`src/rtl/spi_burst_memory.sv`:
```
// SPI mode-0 slave fronting a 2**ADDR_W x DATA_W register file: command word, then data words.
// Define SPI_BURST_MEMORY_BURST_EN for auto-incrementing multi-word transfers within one cs window.
module spi_burst_memory #(
    parameter int ADDR_W = 7,
    parameter int DATA_W = 8
) (
    input  logic       clk,
    input  logic       reset,
    input  logic       sclk_pin,
    input  logic       cs_pin,
    input  logic       mosi_pin,
    output logic       miso_pin,
    output logic       miso_oe,
    output logic [3:0] leds
);

`ifdef SPI_BURST_MEMORY_BURST_EN
    localparam bit BURST = 1'b1;
`else
    localparam bit BURST = 1'b0;
`endif

    localparam int SH_W  = (ADDR_W > DATA_W) ? ADDR_W : DATA_W;
    localparam int MAX_N = ((ADDR_W + 1) > DATA_W) ? (ADDR_W + 1) : DATA_W;
    localparam int CNT_W = $clog2(MAX_N + 1);

    typedef enum logic [2:0] {
        IDLE,
        CMD,
        WRITE,
        READ,
        DONE
    } state_t;

    state_t state, next_state;

    logic [1:0]        sclk_sync, cs_sync, mosi_sync;
    logic              sclk_d;
    logic              sclk_s, cs_s, mosi_s;
    logic              rise, fall;
    logic              cmd_last, wr_last, rd_last;

    logic [CNT_W-1:0]  bit_cnt;
    logic [SH_W-1:0]   in_shift;
    logic [DATA_W-1:0] out_shift;
    logic [DATA_W-1:0] wr_data;
    logic [ADDR_W-1:0] addr;
    logic              commit_pending;
    logic              load_pending;

    logic [DATA_W-1:0] mem [2**ADDR_W];

    // cs synchronises to "deselected" so a reset never looks like a transaction start.
    always_ff @(posedge clk) begin
        if (reset) begin
            sclk_sync <= 2'b00;
            cs_sync   <= 2'b11;
            mosi_sync <= 2'b00;
            sclk_d    <= 1'b0;
        end else begin
            sclk_sync <= {sclk_sync[0], sclk_pin};
            cs_sync   <= {cs_sync[0], cs_pin};
            mosi_sync <= {mosi_sync[0], mosi_pin};
            sclk_d    <= sclk_sync[1];
        end
    end

    assign sclk_s = sclk_sync[1];
    assign cs_s   = cs_sync[1];
    assign mosi_s = mosi_sync[1];

    // Edges coinciding with a deselect are dropped.
    assign rise = sclk_s & ~sclk_d & ~cs_s;
    assign fall = ~sclk_s & sclk_d & ~cs_s;

    assign cmd_last = (state == CMD)   && rise && (bit_cnt == CNT_W'(ADDR_W));
    assign wr_last  = (state == WRITE) && rise && (bit_cnt == CNT_W'(DATA_W - 1));
    assign rd_last  = (state == READ)  && fall && (bit_cnt == CNT_W'(DATA_W - 1));

    always_ff @(posedge clk) begin
        if (reset) begin
            state <= IDLE;
        end else begin
            state <= next_state;
        end
    end

    always_comb begin
        next_state = state;
        case (state)
            IDLE:    if (!cs_s) next_state = CMD;
            CMD:     if (cmd_last) next_state = mosi_s ? READ : WRITE;
            WRITE:   if (wr_last) next_state = BURST ? WRITE : DONE;
            READ:    if (rd_last) next_state = BURST ? READ : DONE;
            DONE:    next_state = DONE;
            default: next_state = IDLE;
        endcase
        if (cs_s) next_state = IDLE;
    end

    // Commit and load happen one cycle after the triggering strobe; a deselect
    // in that cycle still lets a completed word land but drops the output enable.
    always_ff @(posedge clk) begin
        if (reset) begin
            bit_cnt        <= '0;
            in_shift       <= '0;
            out_shift      <= '0;
            wr_data        <= '0;
            addr           <= '0;
            commit_pending <= 1'b0;
            load_pending   <= 1'b0;
            miso_pin       <= 1'b0;
            miso_oe        <= 1'b0;
            leds           <= 4'h0;
        end else begin
            commit_pending <= 1'b0;
            load_pending   <= 1'b0;

            if (commit_pending) begin
                leds <= wr_data[3:0];
                if (BURST) addr <= addr + ADDR_W'(1);
            end

            if (load_pending) begin
                out_shift <= mem[addr];
                miso_oe   <= 1'b1;
            end

            if (cs_s) begin
                bit_cnt <= '0;
                miso_oe <= 1'b0;
            end else begin
                case (state)
                    IDLE: begin
                        bit_cnt  <= '0;
                        in_shift <= '0;
                    end
                    CMD: begin
                        if (rise) begin
                            in_shift <= {in_shift[SH_W-2:0], mosi_s};
                            if (cmd_last) begin
                                addr         <= in_shift[ADDR_W-1:0];
                                bit_cnt      <= '0;
                                load_pending <= mosi_s;
                            end else begin
                                bit_cnt <= bit_cnt + CNT_W'(1);
                            end
                        end
                    end
                    WRITE: begin
                        if (rise) begin
                            in_shift <= {in_shift[SH_W-2:0], mosi_s};
                            if (wr_last) begin
                                wr_data        <= {in_shift[DATA_W-2:0], mosi_s};
                                commit_pending <= 1'b1;
                                bit_cnt        <= '0;
                            end else begin
                                bit_cnt <= bit_cnt + CNT_W'(1);
                            end
                        end
                    end
                    READ: begin
                        if (fall) begin
                            miso_pin  <= out_shift[DATA_W-1];
                            out_shift <= {out_shift[DATA_W-2:0], 1'b0};
                            if (rd_last) begin
                                bit_cnt <= '0;
                                if (BURST) begin
                                    addr         <= addr + ADDR_W'(1);
                                    load_pending <= 1'b1;
                                end else begin
                                    miso_oe <= 1'b0;
                                end
                            end else begin
                                bit_cnt <= bit_cnt + CNT_W'(1);
                            end
                        end
                    end
                    DONE: begin
                        miso_oe <= 1'b0;
                    end
                    default: begin
                        bit_cnt <= '0;
                    end
                endcase
            end
        end
    end

    // Storage is deliberately outside the reset domain so contents survive reset.
    always_ff @(posedge clk) begin
        if (!reset && commit_pending) begin
            mem[addr] <= wr_data;
        end
    end

endmodule

```
`config.mk`:
```
export PLATFORM = sky130hd
export DESIGN_NAME = spi_burst_memory
export DESIGN_NICKNAME = d
export VERILOG_FILES = /design/src/rtl/spi_burst_memory.sv
export SDC_FILE = /design/constraint.sdc
export NUM_CORES = 1
export LEC_CHECK = 0
export CAP_MARGIN = 30
export CORE_UTILIZATION = 35
export CTS_CLUSTER_DIAMETER = 60
export DETAILED_ROUTE_END_ITERATION = 10
export GPL_ROUTABILITY_DRIVEN = 0
export PLACE_DENSITY = 0.54
export SKIP_LAST_GASP = 1
export SLEW_MARGIN = 15
export SYNTH_ARGS = -nofsm -noshare
export SYNTH_HDL_FRONTEND = slang
export SYNTH_SLANG_ARGS = --single-unit
```
`constraint.sdc`:
```
create_clock -name clk -period 3.1 [get_ports clk]
set_clock_uncertainty 0.05 [all_clocks]
set_input_delay 0.465 -clock clk [delete_from_list [all_inputs] [get_ports clk]]
set_output_delay 0.465 -clock clk [all_outputs]
set_load 0.03 [all_outputs]
```
==> impl_metrics.py, run 1 <==
metrics = {
    "hold_path": {
        "holdPathEnd": "cs_sync[0]$_SDFF_PP1_",
        "hp-class": "in -> reg",
        "hp-start": "cs_pin",
        "whs_path_depth": 2,
    },
    "critical_path": {
        "endpoint_kind": "flop",
        "reg2reg_to": "out_shift[4]$_SDFF_PP0_",
        "cp_max_fo": 18,
        "crit_path_cell_trace": "nand2b_1 > buf_4 > a21oi_1 > o41ai_1 > buf_4 > nand3_1 > o21ai_1",
        "start_kind": "flop",
        "rr_worst_depth": 7,
        "worstPathArrival_ns": 3.60,
        "crit_top_cell": "buf_4",
        "critPathBufInv": 2,
        "cpPeakStageDelay_ns": 0.72,
        "cp_slowest_cell": "dfxtp_2",
        "reg2reg_slack_ns": 0.06,
        "path_class": "reg -> reg",
        "crit_required_ns": 3.66,
        "crit_family": "compound AO/OA/AOI/OAI gates",
    },
    "pwr": {
        "p_comb_share_pct": 0.1,
        "power.switching_mw": 5.67,
        "irDropWorstVdd_uv": 458,
        "intPower_mw": 24.2,
        "switching_share_pct": 19.0,
        "powerDensity_mw_per_mm2": 601,
        "cellLeakagePower_nw": 15.5,
        "seqPwrFrac_pct": 52.7,
        "report.power.total_mw": 29.9,
        "pwr-share-clk_pct": 47.2,
    },
    "yosys": {
        "synth_edf_count": 1024,
        "ys.flop_type": "edfxtp_1",
        "yosysWarnings": 0,
        "syn_inst": 2292,
        "ys_seq_elements": 1083,
        "synth_commonest_cells": "edfxtp_1 (1,024), mux2i_1 (282), nor2_1 (168)",
        "syn-cell-area_mm2": 0.0423,
        "yosys.area.top_type": "edfxtp_1",
        "syn_avg_cell_area_um2": 18.5,
        "synthDistinctLibCells": 62,
        "yosysSeqAreaShare_pct": 75.4,
        "async_flop_share_pct": 0,
        "synthesis.nets": 2298,
        "synth_top_area_share_pct": 72.6,
        "synthTopCellsByArea": "edfxtp_1 (73%), mux4_2 (7.2%), mux2i_1 (6.7%)",
        "synth.most_common_cell": "edfxtp_1",
    },
    "global_routing": {
        "overflow": 0,
        "grt_max_degree": 89,
        "grt_pass1_wl_um": 155000,
        "use_met2_pct": 28.2,
        "grt.busiest_layer": "met2",
        "track_usage_pct": 17.3,
        "grt_pass1_vias": 22748,
        "antenna_found_initial": 3,
        "use_met3_pct": 3.91,
        "grtUsageMet1_pct": 23.3,
    },
    "floorplanning": {
        "die_h_um": 350,
        "io_pins": 11,
        "fp.coreArea_mm2": 0.120,
        "start_util_pct": 35.3,
        "rows": 127,
        "die_w_um": 350,
        "die-area_mm2": 0.122,
    },
    "place": {
        "portBuffers": 10,
        "dp_cells": 4022,
        "hpwl_um": 67400,
        "place_ws_ns": -0.132,
        "postPlaceCellArea_mm2": 0.0458,
    },
    "sta": {
        "fin_ws_ns": 0.0567,
        "holdWs_ns": 0.312,
        "tns_ns": 0,
        "final_hold_viol_count": 0,
        "fmax_mhz": 329,
        "maxSlewHeadroom_pct": 39.0,
        "period_share_pct": 98.2,
        "setup_violations": 0,
        "tightestPinTransition_ns": 0.916,
        "period_minus_slack_ns": 3.04,
        "slew_violations": 0,
        "rsz0062_at_grt": "false",
    },
    "clock_network": {
        "htree_levels": 3,
        "clock_tree.root_cell": "clkbuf_16",
        "cts.path.max_buffers": 3,
        "cts_sinks": 1083,
        "cts-buffers-inserted": 116,
        "cts_tree": "built",
        "clk_latency_ns": 0.70,
        "clk_pin_slew_ns": 0.06,
    },
    "drt": {
        "drtIter0Drc": 1982,
        "vias": 22092,
        "routedWlPerCell_um": 24.9,
        "route.final.wire_length_um": 105000,
        "first_pass_iters": 5,
        "drc": 0,
        "antenna_left": 0,
        "avgViaCountPerCell": 5.21,
    },
    "flow_run": {
        "drv_cap": 0,
    },
    "final_layout": {
        "final_util_pct": 41.5,
        "nFillCells": 10637,
        "syn_to_final_growth_pct": 17.6,
        "drive_above_1_share_pct": 22.9,
        "fin_nets": 2539,
        "design_area_mm2": 0.0498,
        "fin_cells": 4244,
    },
    "run_status": {
        "outcome": "complete, no violations",
    },
}
==> sequential cells by signal, indices dropped and copies added (netlist names), 2 cells and up, named ones only <==
register / flops
addr: 7
bit_cnt: 4
cs_sync: 2
in_shift: 7
leds: 4
mem: 1024
mosi_sync: 2
out_shift: 8
sclk_sync: 2
state: 3
wr_data: 8
==> layer usage <==
layer / wire (um) / vias to the layer above
met4: 2510 / 4
met5: 22 / -
met1: 45700 / 11547
li1: - / 9748
met3: 6560 / 163
met2: 50700 / 630
==> how the worst max path moves through the flow <==
| stage | startpoint | end | slack [ns] | cells past startpoint |
|---|---|---|---|---|
| 4_1_cts | flop | out_shift[4]$_SDFF_PP0_ | 0.08 | 7 |
| 3_5_place_dp | flop | out_shift[6]$_SDFF_PP0_ | -0.13 | 7 |
| 5_1_grt | flop | out_shift[7]$_SDFF_PP0_ | 0.02 | 7 |
| 2_1_floorplan | wr_data[0]$_SDFFE_PP0P_ | mem[0][0]$_DFFE_PP_ | 0.66 | 0 |
| 3_3_place_gp | flop | out_shift[5]$_SDFF_PP0_ | -0.12 | 6 |
| 6_report | flop | out_shift[4]$_SDFF_PP0_ | 0.06 | 7 |
==> power by group through the flow <==
| stage | clock, mW | sequential [mW] | combinational (mW) |
|---|---|---|---|
| final | 14.1 | 15.8 | 0.0329 |
| after global routing | 14.9 | 15.7 | 0.0361 |
| after CTS | 14.4 | 15.8 | 0.0324 |
| after detailed placement | 0 | 16.1 | 0.0322 |
| after global placement | 0 | 16.1 | 0.0314 |
| after floorplan | 0 | 16.1 | 0.0198 |
==> placed cells by master, fill, tap and decap left out, types with 8 or more instances in the layout <==
cell,Yosys,final
clkdlybuf4s50_1,0,10
nor2_1,168,167
buf_12,0,23
o22ai_1,25,25
nand4_1,10,10
buf_4,26,220
mux2_2,8,8
dfxtp_1,59,46
clkbuf_8,0,8
a221oi_1,14,13
clkbuf_1,48,21
nand3b_1,8,8
clkbuf_16,0,116
nand2_1,69,69
dfxtp_4,0,10
bufinv_16,0,17
a22oi_1,93,93
o21ai_1,14,14
clkinv_1,0,13
mux2i_1,282,282
a21oi_1,57,57
clkinv_2,0,23
o21ai_0,18,18
edfxtp_1,1024,1024
mux4_2,135,135
nor3_1,8,8
nand3_1,48,48
inv_6,0,8
nor2b_1,21,18
==> what timing repair did <==
item,4_1_cts,5_1_grt
resized for setup,3,0
endpoints found under the hold margin,0,0
hold buffers,0,0
setup buffers,0,5
endpoints found under the setup margin,3,1
==> layout make-up <==
class	count	area, um^2	share of cell area, %
tap	1612	2020	4.05
multi-input combinational	1075	9640	19.4
antenna	2	5.00	0.0101
timing repair buffer	253	2210	4.44
inverter	4	15.0	0.0302
clock buffer	145	3090	6.21
sequential	1083	32000	64.2
clock inverter	70	837	1.68
==> kinds of logic after synthesis <==
| group | share of synthesized area [%] |
|---|---|
| flip-flops | 75.4 |
| XOR/XNOR | 0.0207 |
| AO/OA/AOI/OAI | 4.20 |
| multiplexers | 14.1 |
| AND/OR/NAND/NOR | 4.30 |
| buffers and inverters | 1.91 |
| adder cells (fa/ha/maj) | 0.0296 |
==> worst register-to-register path, stage by stage (launching register included) <==
cell and delay [ns]:
dfxtp_2 0.72, nand2b_1 0.57, buf_4 0.26, a21oi_1 0.08
o41ai_1 0.68, buf_4 0.25, nand3_1 0.18, o21ai_1 0.17
Power figures use the tool's default switching activity.
==> run 2: changes to the inputs <==
Settings changed: CORE_UTILIZATION 35 to 55, PLACE_DENSITY 0.54 to 0.76.
==> run 2 against run 1 <==
Register-to-register slack better by 0.17 ns. Die area is 36% lower. Non-clock buffer count is 18 lower. Cell area is 3.2% lower. Routed wire length is 8.0% lower. Via count is 2.1% higher. Maximum frequency is 5.8% higher. Final cell count is 15% lower. Critical path type unchanged. Largest cell class unchanged. Largest power group unchanged.
==> impl_metrics.py, run 2 (same netlist as run 1, synthesis figures left out) <==
metrics = {
    "drt": {
        "wl_met2_um": 47400,
        "drtIter0Drc": 2848,
        "avgViaCountPerCell": 6.25,
        "route.met3.wl_um": 8830,
        "drc": 0,
        "top_layer": "met5",
        "met1Wirelength_um": 37800,
        "first_pass_iters": 6,
        "vias": 22564,
        "route.final.wire_length_um": 97100,
        "antenna_left": 0,
        "routedWlPerCell_um": 26.9,
    },
    "place": {
        "dp_cells": 3427,
        "portBuffers": 10,
        "hpwl_um": 60500,
        "postPlaceCellArea_mm2": 0.0449,
    },
    "critical_path": {
        "crit_required_ns": 3.64,
        "path_class": "reg -> reg",
        "crit_path_cell_trace": "buf_12 > buf_4 > mux2i_1 > a22oi_1 > a21oi_1 > o41ai_1 > buf_4 > and3_1 > a22o_1",
        "cp_max_fo": 33,
        "crit_family": "compound AO/OA/AOI/OAI gates",
        "critPathBufInv": 3,
        "crit_top_cell": "buf_4",
        "cp_slowest_cell": "o41ai_1",
        "worstPathArrival_ns": 3.42,
        "endpoint_kind": "flop",
        "start_kind": "flop",
        "cpPeakStageDelay_ns": 0.68,
    },
    "sta": {
        "tns_ns": 0,
        "period_minus_slack_ns": 2.88,
        "rsz0062_at_grt": "false",
        "slew_violations": 0,
        "maxSlewHeadroom_pct": 39.4,
        "setup_violations": 0,
        "period_share_pct": 92.8,
        "fmax_mhz": 347,
        "final_hold_viol_count": 0,
        "tightestPinTransition_ns": 0.897,
    },
    "pwr": {
        "switching_share_pct": 18.7,
        "powerDensity_mw_per_mm2": 581,
        "cellLeakagePower_nw": 15.0,
        "irDropWorstVdd_uv": 529,
        "pwr-share-clk_pct": 43.7,
        "p_comb_share_pct": 0.1,
        "report.power.total_mw": 28.0,
        "intPower_mw": 22.8,
        "power.switching_mw": 5.24,
        "seqPwrFrac_pct": 56.2,
    },
    "floorplanning": {
        "fp.coreArea_mm2": 0.0761,
        "die-area_mm2": 0.0781,
        "die_w_um": 279,
        "rows": 101,
        "start_util_pct": 55.6,
        "die_h_um": 279,
        "io_pins": 11,
    },
    "final_layout": {
        "mostFrequentLayoutCells": "edfxtp_1 (1,024), mux2i_1 (282), buf_4 (204)",
        "syn_to_final_growth_pct": 13.9,
        "largest_reg_flops": 1024,
        "diodes": 0,
        "multiInputGateArea_mm2": 0.00961,
        "top_register": "mem",
        "drive_above_1_share_pct": 20.8,
        "fin_nets": 2506,
        "top_regs": "mem x1024, out_shift x8, wr_data x8",
        "nFillCells": 5114,
        "design_area_mm2": 0.0482,
        "final_common_cell": "edfxtp_1",
        "fin_cells": 3612,
        "seqCellArea_mm2": 0.0320,
    },
    "clock_network": {
        "cts-buffers-inserted": 101,
        "postCtsResizedCells": 0,
        "cts_tree": "built",
        "clock_tree.root_cell": "clkbuf_16",
        "post_cts_buffers": 0,
        "clk_pin_slew_ns": 0.07,
        "cts.path.max_buffers": 3,
        "htree_levels": 3,
        "cts_sinks": 1083,
        "clk_latency_ns": 0.67,
        "hold_buffers": 0,
    },
    "global_routing": {
        "overflow": 0,
        "grt_pass1_wl_um": 145000,
        "track_usage_pct": 25.2,
        "antenna_found_initial": 1,
        "grt_pass1_vias": 22694,
        "grt_max_degree": 82,
    },
    "run_status": {
        "outcome": "complete, no violations",
    },
    "hold_path": {
        "hp-class": "in -> reg",
    },
    "flow_run": {
        "drv_cap": 0,
    },
}
run 2: layout make-up:
type | count | area share (%)
multi-input combinational | 1075 | 19.9
clock inverter | 55 | 1.21
sequential | 1083 | 66.3
clock buffer | 130 | 5.56
inverter | 4 | 0.0311
timing repair buffer | 235 | 4.27
tap | 1030 | 2.67
run 2: worst register-to-register path, cell delays in order (launching register included):
cell and delay [ns]:
dfxtp_4 0.60, buf_12 0.30, buf_4 0.25, mux2i_1 0.09, a22oi_1 0.19, a21oi_1 0.12
o41ai_1 0.68, buf_4 0.25, and3_1 0.16, a22o_1 0.12
run 2: through the flow:
step                      utilization, %  hold WS (ns)  worst slack (ns)
after detailed placement            59.1         0.348             0.168
after CTS                           63.4         0.268             0.199
after global routing                63.4         0.300            0.0959
after global placement              59.0         0.345             0.181
after floorplan                        -         0.339             0.664
final                               63.4         0.295             0.222
run 2: final timing paths:
kind / start / cells after the start / slack [ns] / end
max: flop / 9 / 0.22 / out_shift[6]$_SDFF_PP0_
min: sclk_pin / 2 / 0.29 / sclk_sync[0]$_SDFF_PP0_
max reg2reg: flop / 9 / 0.22 / out_shift[6]$_SDFF_PP0_
min reg2reg: cs_sync[0]$_SDFF_PP1_ / 1 / 0.36 / cs_sync[1]$_SDFF_PP1_
run 2: layer usage:
metal	vias up	global-route usage, %
met5	-	0
met2	1182	40.8
li1	9661	-
met1	11537	34.7
met3	182	4.40
met4	2	9.19
run 2: power by group through the flow:
| stage | Combinational, mW | Sequential, mW | Clock (mW) |
|---|---|---|---|
| 2_1_floorplan | 0.0198 | 16.1 | 0 |
| 3_3_place_gp | 0.0293 | 16.1 | 0 |
| 3_5_place_dp | 0.0305 | 16.1 | 0 |
| 4_1_cts | 0.0306 | 15.7 | 12.4 |
| 5_1_grt | 0.0335 | 15.7 | 12.9 |
| 6_report | 0.0309 | 15.7 | 12.2 |
